--- config.mk ---
export PLATFORM = sky130hd
export DESIGN_NAME = rf_write_port
export DESIGN_NICKNAME = d
export VERILOG_FILES = /design/src/rtl/rf_write_port.sv
export SDC_FILE = /design/constraint.sdc
export NUM_CORES = 1
export LEC_CHECK = 0
export CAP_MARGIN = 20
export CELL_PAD_IN_SITES_DETAIL_PLACEMENT = 0
export CELL_PAD_IN_SITES_GLOBAL_PLACEMENT = 1
export CORE_AREA = 2 2 428 430
export CTS_CLUSTER_SIZE = 25
export DETAILED_ROUTE_END_ITERATION = 10
export DIE_AREA = 0 0 430 432
export GPL_ROUTABILITY_DRIVEN = 0
export PLACE_DENSITY_LB_ADDON = 0.15
export SLEW_MARGIN = 25
export SYNTH_ARGS = -nofsm -noshare
export SYNTH_HDL_FRONTEND = slang
export SYNTH_SLANG_ARGS = --single-unit
--- constraint.sdc ---
create_clock -name clk -period 3.3 [get_ports clk]
set_input_delay 0.66 -clock clk [delete_from_list [all_inputs] [get_ports clk]]
set_output_delay 0.66 -clock clk [all_outputs]
set_load 0.03 [all_outputs]
--- src/rtl/rf_write_port.sv ---
// Integer register file write side: a 2-entry in-order writeback buffer,
// a one-hot commit decoder into 31 architectural registers (x0 hard-wired
// to zero), and a pending-write scoreboard for RAW hazard detection.
module rf_write_port #(
    parameter int XLEN       = 32,
    parameter int FIFO_DEPTH = 2
) (
    input  logic               clk,
    input  logic               rst_n,
    input  logic               wb_valid,
    output logic               wb_ready,
    input  logic [4:0]         wb_rd,
    input  logic [XLEN-1:0]    wb_data,
    input  logic               commit_en,
    input  logic               iss_valid,
    input  logic [4:0]         iss_rd,
    output logic [32*XLEN-1:0] regs_flat,
    output logic [31:0]        pending,
    output logic [1:0]         fifo_cnt
);

    // Handshake: a writeback transfers on a rising edge where wb_valid and
    // wb_ready are both high. wb_ready depends only on fifo_cnt, so a pop in
    // the same cycle never opens a slot for a full buffer.

    // Buffer storage; slot 0 is always the head.
    logic [4:0]      q_rd   [0:1];
    logic [XLEN-1:0] q_data [0:1];

    logic            accept;
    logic            bypass;
    logic            pop;
    logic            enq;
    logic            commit_valid;
    logic [4:0]      commit_rd;
    logic [XLEN-1:0] commit_data;
    logic [31:0]     we;
    logic [31:0]     set_vec;
    logic [XLEN-1:0] regs_q [1:31];

    assign wb_ready = (fifo_cnt != 2'(FIFO_DEPTH));
    assign accept   = wb_valid & wb_ready;
    // An empty buffer lets the incoming write go straight to the registers.
    assign bypass   = (fifo_cnt == 2'd0) & commit_en & accept;
    assign pop      = (fifo_cnt != 2'd0) & commit_en;
    assign enq      = accept & ~bypass;

    // Select the commit source and decode it to a one-hot write enable.
    always_comb begin
        commit_valid = bypass | pop;
        commit_rd    = bypass ? wb_rd   : q_rd[0];
        commit_data  = bypass ? wb_data : q_data[0];
        we           = '0;
        if (commit_valid) begin
            we = (32'(1) << commit_rd) & ~32'(1);
        end
    end

    // Issue-side scoreboard set vector; x0 is never tracked.
    always_comb begin
        set_vec = '0;
        if (iss_valid) begin
            set_vec = (32'(1) << iss_rd) & ~32'(1);
        end
    end

    // Writeback buffer: shift on pop, fill at the tail on enqueue.
    always_ff @(posedge clk or negedge rst_n) begin
        if (!rst_n) begin
            fifo_cnt  <= '0;
            q_rd[0]   <= '0;
            q_rd[1]   <= '0;
            q_data[0] <= '0;
            q_data[1] <= '0;
        end else begin
            if (pop && enq) begin
                // Only reachable with one entry, so the new write becomes head.
                q_rd[0]   <= wb_rd;
                q_data[0] <= wb_data;
            end else if (pop) begin
                q_rd[0]   <= q_rd[1];
                q_data[0] <= q_data[1];
                fifo_cnt  <= fifo_cnt - 2'd1;
            end else if (enq) begin
                q_rd[fifo_cnt[0]]   <= wb_rd;
                q_data[fifo_cnt[0]] <= wb_data;
                fifo_cnt            <= fifo_cnt + 2'd1;
            end
        end
    end

    // Architectural registers x1..x31, written by the one-hot decoder.
    always_ff @(posedge clk or negedge rst_n) begin
        if (!rst_n) begin
            for (int i = 1; i < 32; i++) begin
                regs_q[i] <= '0;
            end
        end else begin
            for (int i = 1; i < 32; i++) begin
                if (we[i]) begin
                    regs_q[i] <= commit_data;
                end
            end
        end
    end

    // Pending scoreboard: a new issue outranks a same-edge commit.
    always_ff @(posedge clk or negedge rst_n) begin
        if (!rst_n) begin
            pending <= '0;
        end else begin
            pending <= set_vec | (pending & ~we);
        end
    end

    // Flatten the register array for the read-select muxes; x0 reads zero.
    assign regs_flat[XLEN-1:0] = '0;
    for (genvar g = 1; g < 32; g++) begin : g_flat
        assign regs_flat[XLEN*g +: XLEN] = regs_q[g];
    end

endmodule

======== Word-level counts from Yosys, hierarchy flattened ========
Index checks and enable logic that the tools add are counted.
W data, S select, Z words.
word-level totals
  register bits ........................... 1,100
  bits of input ports ..................... 47
cells by class
  add/subtract/negate cells ............... 2
  order comparisons ....................... 2
  equal/unequal tests ..................... 1
  shifts and indexed selects .............. 2
  multiplexer cells ....................... 18
  bitwise gates (word level) .............. 13
  reductions and logical operators ........ 8
operators by type and width
  operator                count
  $mux W32                6
  $bwmux W64              1
  $mux W64                1
  $shl A1 B5 Y32 const A  2
  $and A32 B32 Y32        1
  $demux W32 S1           1
  $not A32 Y32            1
  $or A32 B32 Y32         1
  $mux W5                 4
  $bwmux W10              1
  $mux W10                1
  $and A1 B1 Y1           5
  $demux W5 S1            1
  $mux W2                 2
  $reduce_bool A2 Y1      2
  $not A1 Y1              3
  $reduce_and A3 Y1       1
  $reduce_bool A3 Y1      1
  $add A2 B1 Y2 const B   1
  $ge A2 B2 Y1 const B    1
  $logic_and A1 B1 Y1     2
  $logic_not A2 Y1        1
  $lt A2 B1 Y1 const B    1
  $ne A2 B2 Y1 const B    1
  4 further kinds         4

======== Longest topological paths before layout ========
Gate-level depths: netlist (run 1).
  word-level depth ........................ 9
  gate-level depth with buffers ........... 9

======== Worst setup path before layout (run 1) ========
OpenSTA, ideal clock, no wires.
  kind .................................... input port to flip-flop
  start ................................... in commit_en
  end ..................................... reg q_data[37] in the netlist's numbering
  library setup time ...................... 83 ps
  arrival ................................. 2,342 ps
  slack ................................... 875 ps
  cell stages on the path ................. 8
  cells stage by stage .................... clkbuf_1 > nor2_1 > o21a_1 > ha_1 > nor3b_2 > clkbuf_1 > a22oi_1 > o21ai_0
between the ends
  word-level cells in the longest chain between the ends .. 6
  elaborated cells on any way between the ends .. 9
RTL lines
  element                                                                 line  source
  start: declaration                                                      14    input logic commit_en,
  $and A1 B1 Y1 (2 in a row)                                              44    assign bypass = (fifo_cnt == 2'd0) & commit_en & accept;
  $not A1 Y1                                                              46    assign enq = accept & ~bypass;
  $and A1 B1 Y1                                                           46
  $logic_and A1 B1 Y1                                                     76    if (pop && enq) begin
  $reduce_bool A3 Y1 (no source line) / $mux W32 (equally long branches)  n/a
  end signal: indexed assignment                                          86    q_data[fifo_cnt[0]] <= wb_data;
  end: declaration                                                        28    logic [XLEN-1:0] q_data [0:1];
Several ways; a longest one is shown, not always the timed one.
A chain may end at the register's enable or synchronous reset.

======== Final worst setup path (run 1) ========
  start ................................... reg fifo_cnt[0]
  end ..................................... out wb_ready
between the ends
  word-level cells in the longest chain between the ends .. 1
RTL lines
  element                   line  source
  start: declaration        19    output logic [1:0] fifo_cnt
  start signal: assignment  83    fifo_cnt <= fifo_cnt - 2'd1;
  start signal: assignment  87    fifo_cnt <= fifo_cnt + 2'd1;
  $ne A2 B2 Y1              41    assign wb_ready = (fifo_cnt != 2'(FIFO_DEPTH));
  end: declaration          11    output logic wb_ready,
No other way between the ends.

==> impl_metrics.tcl, run 1 <==
set metrics [dict create \
    critical_path_class "reg -> out" \
    rows 157 \
    area_growth_syn_to_layout_pct 44.8 \
    path_buf_inv 1 \
    drv_slew 0 \
    die_w_um 430 \
    path_cells "nand2b_1, clkdlybuf4s50_1" \
    max_slew_margin_pct 50.2 \
    start_kind "flip-flop" \
    end_kind "output pin" \
    rsz0062_at_grt "false" \
    timing.final.crit_share_pct 92.0 \
    synthTopCellsByCount "dfrtp_1 (1099), mux2_2 (1016), clkbuf_1 (117)" \
    clk_latency_ns 0.80 \
    synth_ff_type "dfrtp_1" \
    worstReg2RegEnd "regs_flat[161]" \
    drt-total-wl_um 181000 \
    h-tree-depth 4 \
    regArea_um2 27500 \
    yosysSeqAreaShare_pct 64.1 \
    fin_skew_ns 0.0283 \
    cts_setup_buffers 0 \
    crit_start "fifo_cnt[0]" \
    dp_hpwl_um 125000 \
    yosys_warnings 0 \
    multi_input_area_um2 14100 \
    fin_ws_ns 0.264 \
    ioPinCount 1106 \
    ys_ff_latch 1099 \
    ant_nets 0 \
    yosys-top-cells-area "dfrtp_1 (64%), mux2_2 (27%), buf_4 (1.7%), mux2_1 (1.2%), clkbuf_1 (1.0%)" \
    p_leak_nw 28.3 \
    num_vias 27700 \
    async_reset_ff_share_pct 100 \
    timing_hold_violations_final 0 \
    cts-root-buf "clkbuf_16" \
    netlist_instances 2724 \
    io_buffers 1072 \
    cts_buffers 137 \
    grt_overflow 0 \
    initial_core_util_pct 23.6 \
    antenna_found_initial 32 \
    finalInstanceArea_um2 62100 \
    synth_edf_count 0 \
    nFillCells 17900 \
    grt_pass1_wl_um 248000 \
    yosysUniqueCellTypes 38 \
    cts_tree "yes" \
    path_clk_slew_ns 0.06 \
    slowest_delay_ns 0.72 \
    status "completed" \
    cts_buffer_depth 3 \
    period_minus_slack_ns 3.04 \
    max-cap-violations 0 \
    max_freq_mhz 329 \
    tightest_slew_ns 0.726 \
    cts.sinks 1099 \
    hold_path.class "in -> async" \
    die_h_um 432 \
    core_region_area_um2 182000 \
    num-nets-final 3913 \
    grt_start_max_net_pins 114 \
    drt_iter0_drc 1141 \
    dr.pass1.iters 5 \
    cp.depth 2 \
    placed_cell_area_um2 57500 \
    syn_area_um2 42900 \
    pwr_density_cell_nw_per_um2 944 \
    grt_pass1_vias 28700 \
    r2r_start "fifo_cnt[0]" \
    drc_errors 0 \
    via_per_inst 4.36 \
    worst_ep_required_time_ns 2.64 \
    yosysTopAreaCell "dfrtp_1" \
    die_area_um2 186000 \
    synth_most_common_cell "dfrtp_1" \
    synth_area_per_cell_um2 15.7 \
    reg2reg_depth 6 \
    synth_top_area_share_pct 64.1 \
    peakVddDrop_mv 0.481 \
    wire_per_inst_um 28.5 \
    cp_slowest_cell "dfrtp_1" \
    r2r_setup_slack_ns 0.52 \
    track_usage_pct 19.2 \
    ctsResizeCount 0 \
    pre_cts_slack_ns -0.0430 \
    path_delay_family "flip-flops" \
    crit_arrival_ns 2.38 \
    setup_viol 0 \
    drive_above_1_share_pct 35.9 \
    cp_max_fo 13 \
]
==> metrics by stage <==
stage | total power, W | hold slack, ns | utilization (%) | setup TNS [ns] | std cells
after global routing | 0.0612 | 0.372 | 34.2 | 0 | 6359
after floorplan | 0.0311 | 0.364 | - | 0 | 2756
after CTS | 0.0597 | 0.332 | 34.2 | 0 | 6353
after global placement | 0.0437 | 0.457 | 31.6 | -0.0263 | 6110
final | 0.0586 | 0.386 | 34.2 | 0 | 6361
after detailed placement | 0.0438 | 0.466 | 31.6 | -0.0823 | 6110
==> report_power, final <==
part	total, W	switching (W)	leakage [nW]	internal (W)
clock network	0.0155	0.00624	2.26	0.00928
registers	0.0192	0.00200	14.9	0.0172
logic	0.0239	0.0145	11.1	0.00941
total	0.0586	0.0228	28.3	0.0359
==> how the worst max path moves through the flow <==
stage,end,slack [ns]
global placement,regs_flat[161],-0.03
global route,wb_ready,0.16
CTS,wb_ready,0.17
floorplan,q_data[37],0.87
detailed placement,regs_flat[161],-0.04
finish,wb_ready,0.26
==> placed cells by master, fill, tap and decap left out, drive strengths merged <==
cell / instances
clkbuf: 202
nand4b: 11
nor2: 24
diode: 8
nor4: 2
dlygate4sd3: 1
dfrtp: 1099
conb: 33
clkinv: 22
o21ba: 1
and4bb: 1
bufinv: 11
a22o: 1
nor2b: 4
o21a: 4
a22oi: 37
mux2i: 17
ha: 1
nand2b: 4
a21o: 2
o2bb2ai: 9
nor3b: 3
xor2: 1
nand2: 64
inv: 22
buf: 161
nor4b: 9
o31ai: 3
mux2: 1061
clkdlybuf4s50: 1071
o21ai: 64
nand4: 3
nand3: 4
nor4bb: 13
nor3: 3
==> metal layers <==
metal	GRT usage [%]	vias up	part of all wire, %
li1	-	11800	-
met1	22.0	14800	39
met2	33.7	846	51
met3	5.53	248	6.1
met4	7.05	2	3.4
met5	0	-	0.0055
==> registers in the layout, indices dropped and copies added, names as in the netlist <==
name and count:
q_rd 10, pending 31, fifo_cnt 2, regs_flat 992, q_data 64
==> layout make-up <==
class | instances | share of cell area (%)
Antenna cell | 8 | 0.0322
Clock inverter | 40 | 0.981
Inverter | 15 | 0.0907
Multi-Input combinational cell | 1379 | 22.6
Timing Repair Buffer | 1233 | 20.7
Clock buffer | 202 | 6.43
Sequential cell | 1099 | 44.3
Tap cell | 2385 | 4.81
==> logic make-up after synthesis <==
logic type      Yosys count  synth area share [%]
compound gates          121                  1.80
mux                    1078                  28.3
flops                  1099                  64.1
simple gates            145                  2.14
xor+xnor                  1                0.0204
buf+inv                 278                  3.61
other cells               1               0.00875
fa+ha+maj                 1                0.0292
==> timing repair <==
action | in CTS | in global routing
endpoints found under the hold margin | 24 | 0
hold buffers | 1 | 0
endpoints found under the setup margin | 0 | 0
No activity file was read; power rests on OpenSTA's default activity.
==> run 2, diff against run 1 <==
==> constraint.sdc (replaced) <==
create_clock -name clk -period 3.3 [get_ports clk]
set_input_delay 0.66 -clock clk [delete_from_list [all_inputs] [get_ports clk]]
set_output_delay 0.66 -clock clk [all_outputs]
set_load 0.005 [all_outputs]
==> results of run 2 <==
Same layout as run 1 (identical final DEF). Status: completed.
Among the figures that moved: setup slack after layout 0.264 ns -> 0.434 ns; total power 0.0586 W -> 0.0521 W
==> run 3, diff against run 2 <==
- CTS_BUF_LIST: unset -> sky130_fd_sc_hd__clkbuf_16
==> run 3 against run 2 <==
  * Die area is the same
  * Sequential share of layout area grew 0.20 points
  * Hold slack gained 0.0011 ns
  * Utilization decreased by 0.15 points
  * Routed wire length barely moved
  * Critical endpoint unchanged
==> impl_metrics.tcl, run 3 (synthesis gave the netlist of run 1 again) <==
set metrics [dict create \
    status "completed" \
    ant_nets 0 \
    maxUsedRoutingLayer "met5" \
    nFillCells 17900 \
    io_buffers 1072 \
    h-tree-depth 4 \
    antenna_found_initial 32 \
    crit_arrival_ns 2.21 \
    timing.final.crit_share_pct 87.0 \
    area_growth_syn_to_layout_pct 44.2 \
    drive_above_1_share_pct 35.2 \
    wire_per_inst_um 28.5 \
    placed_cell_area_um2 57500 \
    setup_viol 0 \
    drv_slew 0 \
    power.switching_w 0.0162 \
    wl_met3_um 11400 \
    dr.pass1.iters 5 \
    path_clk_slew_ns 0.06 \
    die_h_um 432 \
    cts.sinks 1099 \
    largest_reg_flops 992 \
    initial_core_util_pct 23.6 \
    grt_pass1_vias 28700 \
    whs_ns 0.387 \
    dp_hpwl_um 125000 \
    wl_met2_um 93100 \
    instances_no_fill 6362 \
    ctsResizeCount 0 \
    critical_path_class "reg -> out" \
    rsz0062_at_grt "false" \
    grt_pass1_wl_um 248000 \
    die_area_um2 186000 \
    fin_skew_ns 0.0252 \
    cp_max_fo 13 \
    path_cells "nand2b_1, clkdlybuf4s50_1" \
    period_minus_slack_ns 2.87 \
    cts-root-buf "clkbuf_16" \
    drt-total-wl_um 181000 \
    power.internal_w 0.0351 \
    cp_slowest_cell "dfrtp_1" \
    max_slew_margin_pct 48.2 \
    grt_overflow 0 \
    place_inst 6110 \
    worst_ep_required_time_ns 2.64 \
    tns_ns 0 \
    layout_common_cells "dfrtp_1 (1099), clkdlybuf4s50_1 (1071), mux2_2 (1016), clkbuf_16 (139), buf_4 (85)" \
    p_leak_nw 28.3 \
    wl_met1_um 70500 \
    grt_start_max_net_pins 114 \
    final_common_cell "dfrtp_1" \
    finalInstanceArea_um2 61800 \
    path_delay_family "flip-flops" \
    max-cap-violations 0 \
    max_freq_mhz 348 \
    core_region_area_um2 182000 \
    start_kind "flip-flop" \
    drt_iter0_drc 1060 \
    clkPwrFrac_pct 28.7 \
    peakVddDrop_mv 0.480 \
    track_usage_pct 19.2 \
    path_buf_inv 1 \
    die_w_um 430 \
    ioPinCount 1106 \
    via_per_inst 4.34 \
    p_seq_share_pct 37.4 \
    num-nets-final 3913 \
    pwr_density_cell_nw_per_um2 830 \
    cts_tree "yes" \
    cts_buffers 137 \
    hold_path.class "in -> async" \
    clk_latency_ns 0.80 \
    num_vias 27600 \
    comb_power_share_pct 33.9 \
    rows 157 \
    cts_buffer_depth 3 \
    drc_errors 0 \
    slowest_delay_ns 0.73 \
    tightest_slew_ns 0.755 \
    p_sw_share_pct 31.6 \
    timing_hold_violations_final 0 \
    end_kind "output pin" \
]
-- run 3: per-layer routing --
metal / up-vias / global-route usage [%]
met5: - / 0
met4: 2 / 7.15
met3: 255 / 5.54
met2: 837 / 33.7
met1: 14700 / 21.9
li1: 11800 / -
-- run 3: final cells by class --
type                    count  area (µm²)  share of cell area, %
flip-flops and latches   1099       27500                   44.5
multi-input cells        1379       14100                   22.7
diodes                      9        22.5                 0.0364
clock inverters           103         846                   1.37
clock buffers             139        3480                   5.63
inverters                  15        56.3                 0.0911
repair buffers           1233       12900                   20.8
well taps                2385        2980                   4.83
-- run 3: repair_timing --
item / CTS / global route
hold buffers: 1 / 0
buffers inserted: 0 / 0
endpoints found under the hold margin: 24 / 0
-- run 3: power groups by stage --
stage,Clock (W),Combinational (W),Sequential (W)
2_1_floorplan,0,0.00528,0.0194
3_3_place_gp,0,0.0179,0.0193
3_5_place_dp,0,0.0179,0.0194
4_1_cts,0.0153,0.0180,0.0192
5_1_grt,0.0158,0.0184,0.0197
6_report,0.0147,0.0174,0.0192
-- run 3: per-stage QoR --
stage	util, %	power, W	setup slack [ns]
after floorplan	-	0.0246	0.875
after global placement	31.6	0.0372	-0.0263
after detailed placement	31.6	0.0373	-0.0430
after CTS	34.0	0.0524	0.336
after global routing	34.0	0.0539	0.329
final	34.0	0.0513	0.429
-- run 3: path summary, 6_finish.rpt --
kind / cells past startpoint / start / slack, ns / endpoint
worst min register to register: 2 / q_data[42] / 0.47 / q_data[42]
max in group asynchronous: 4 / rst_n / 1.71 / regs_flat[103]
worst max register to register: 6 / fifo_cnt[0] / 0.53 / regs_flat[195]
min in group clk: 2 / q_data[42] / 0.47 / q_data[42]
worst max-delay path: 2 / fifo_cnt[0] / 0.43 / wb_ready
worst min-delay path: 2 / rst_n / 0.39 / regs_flat[344]
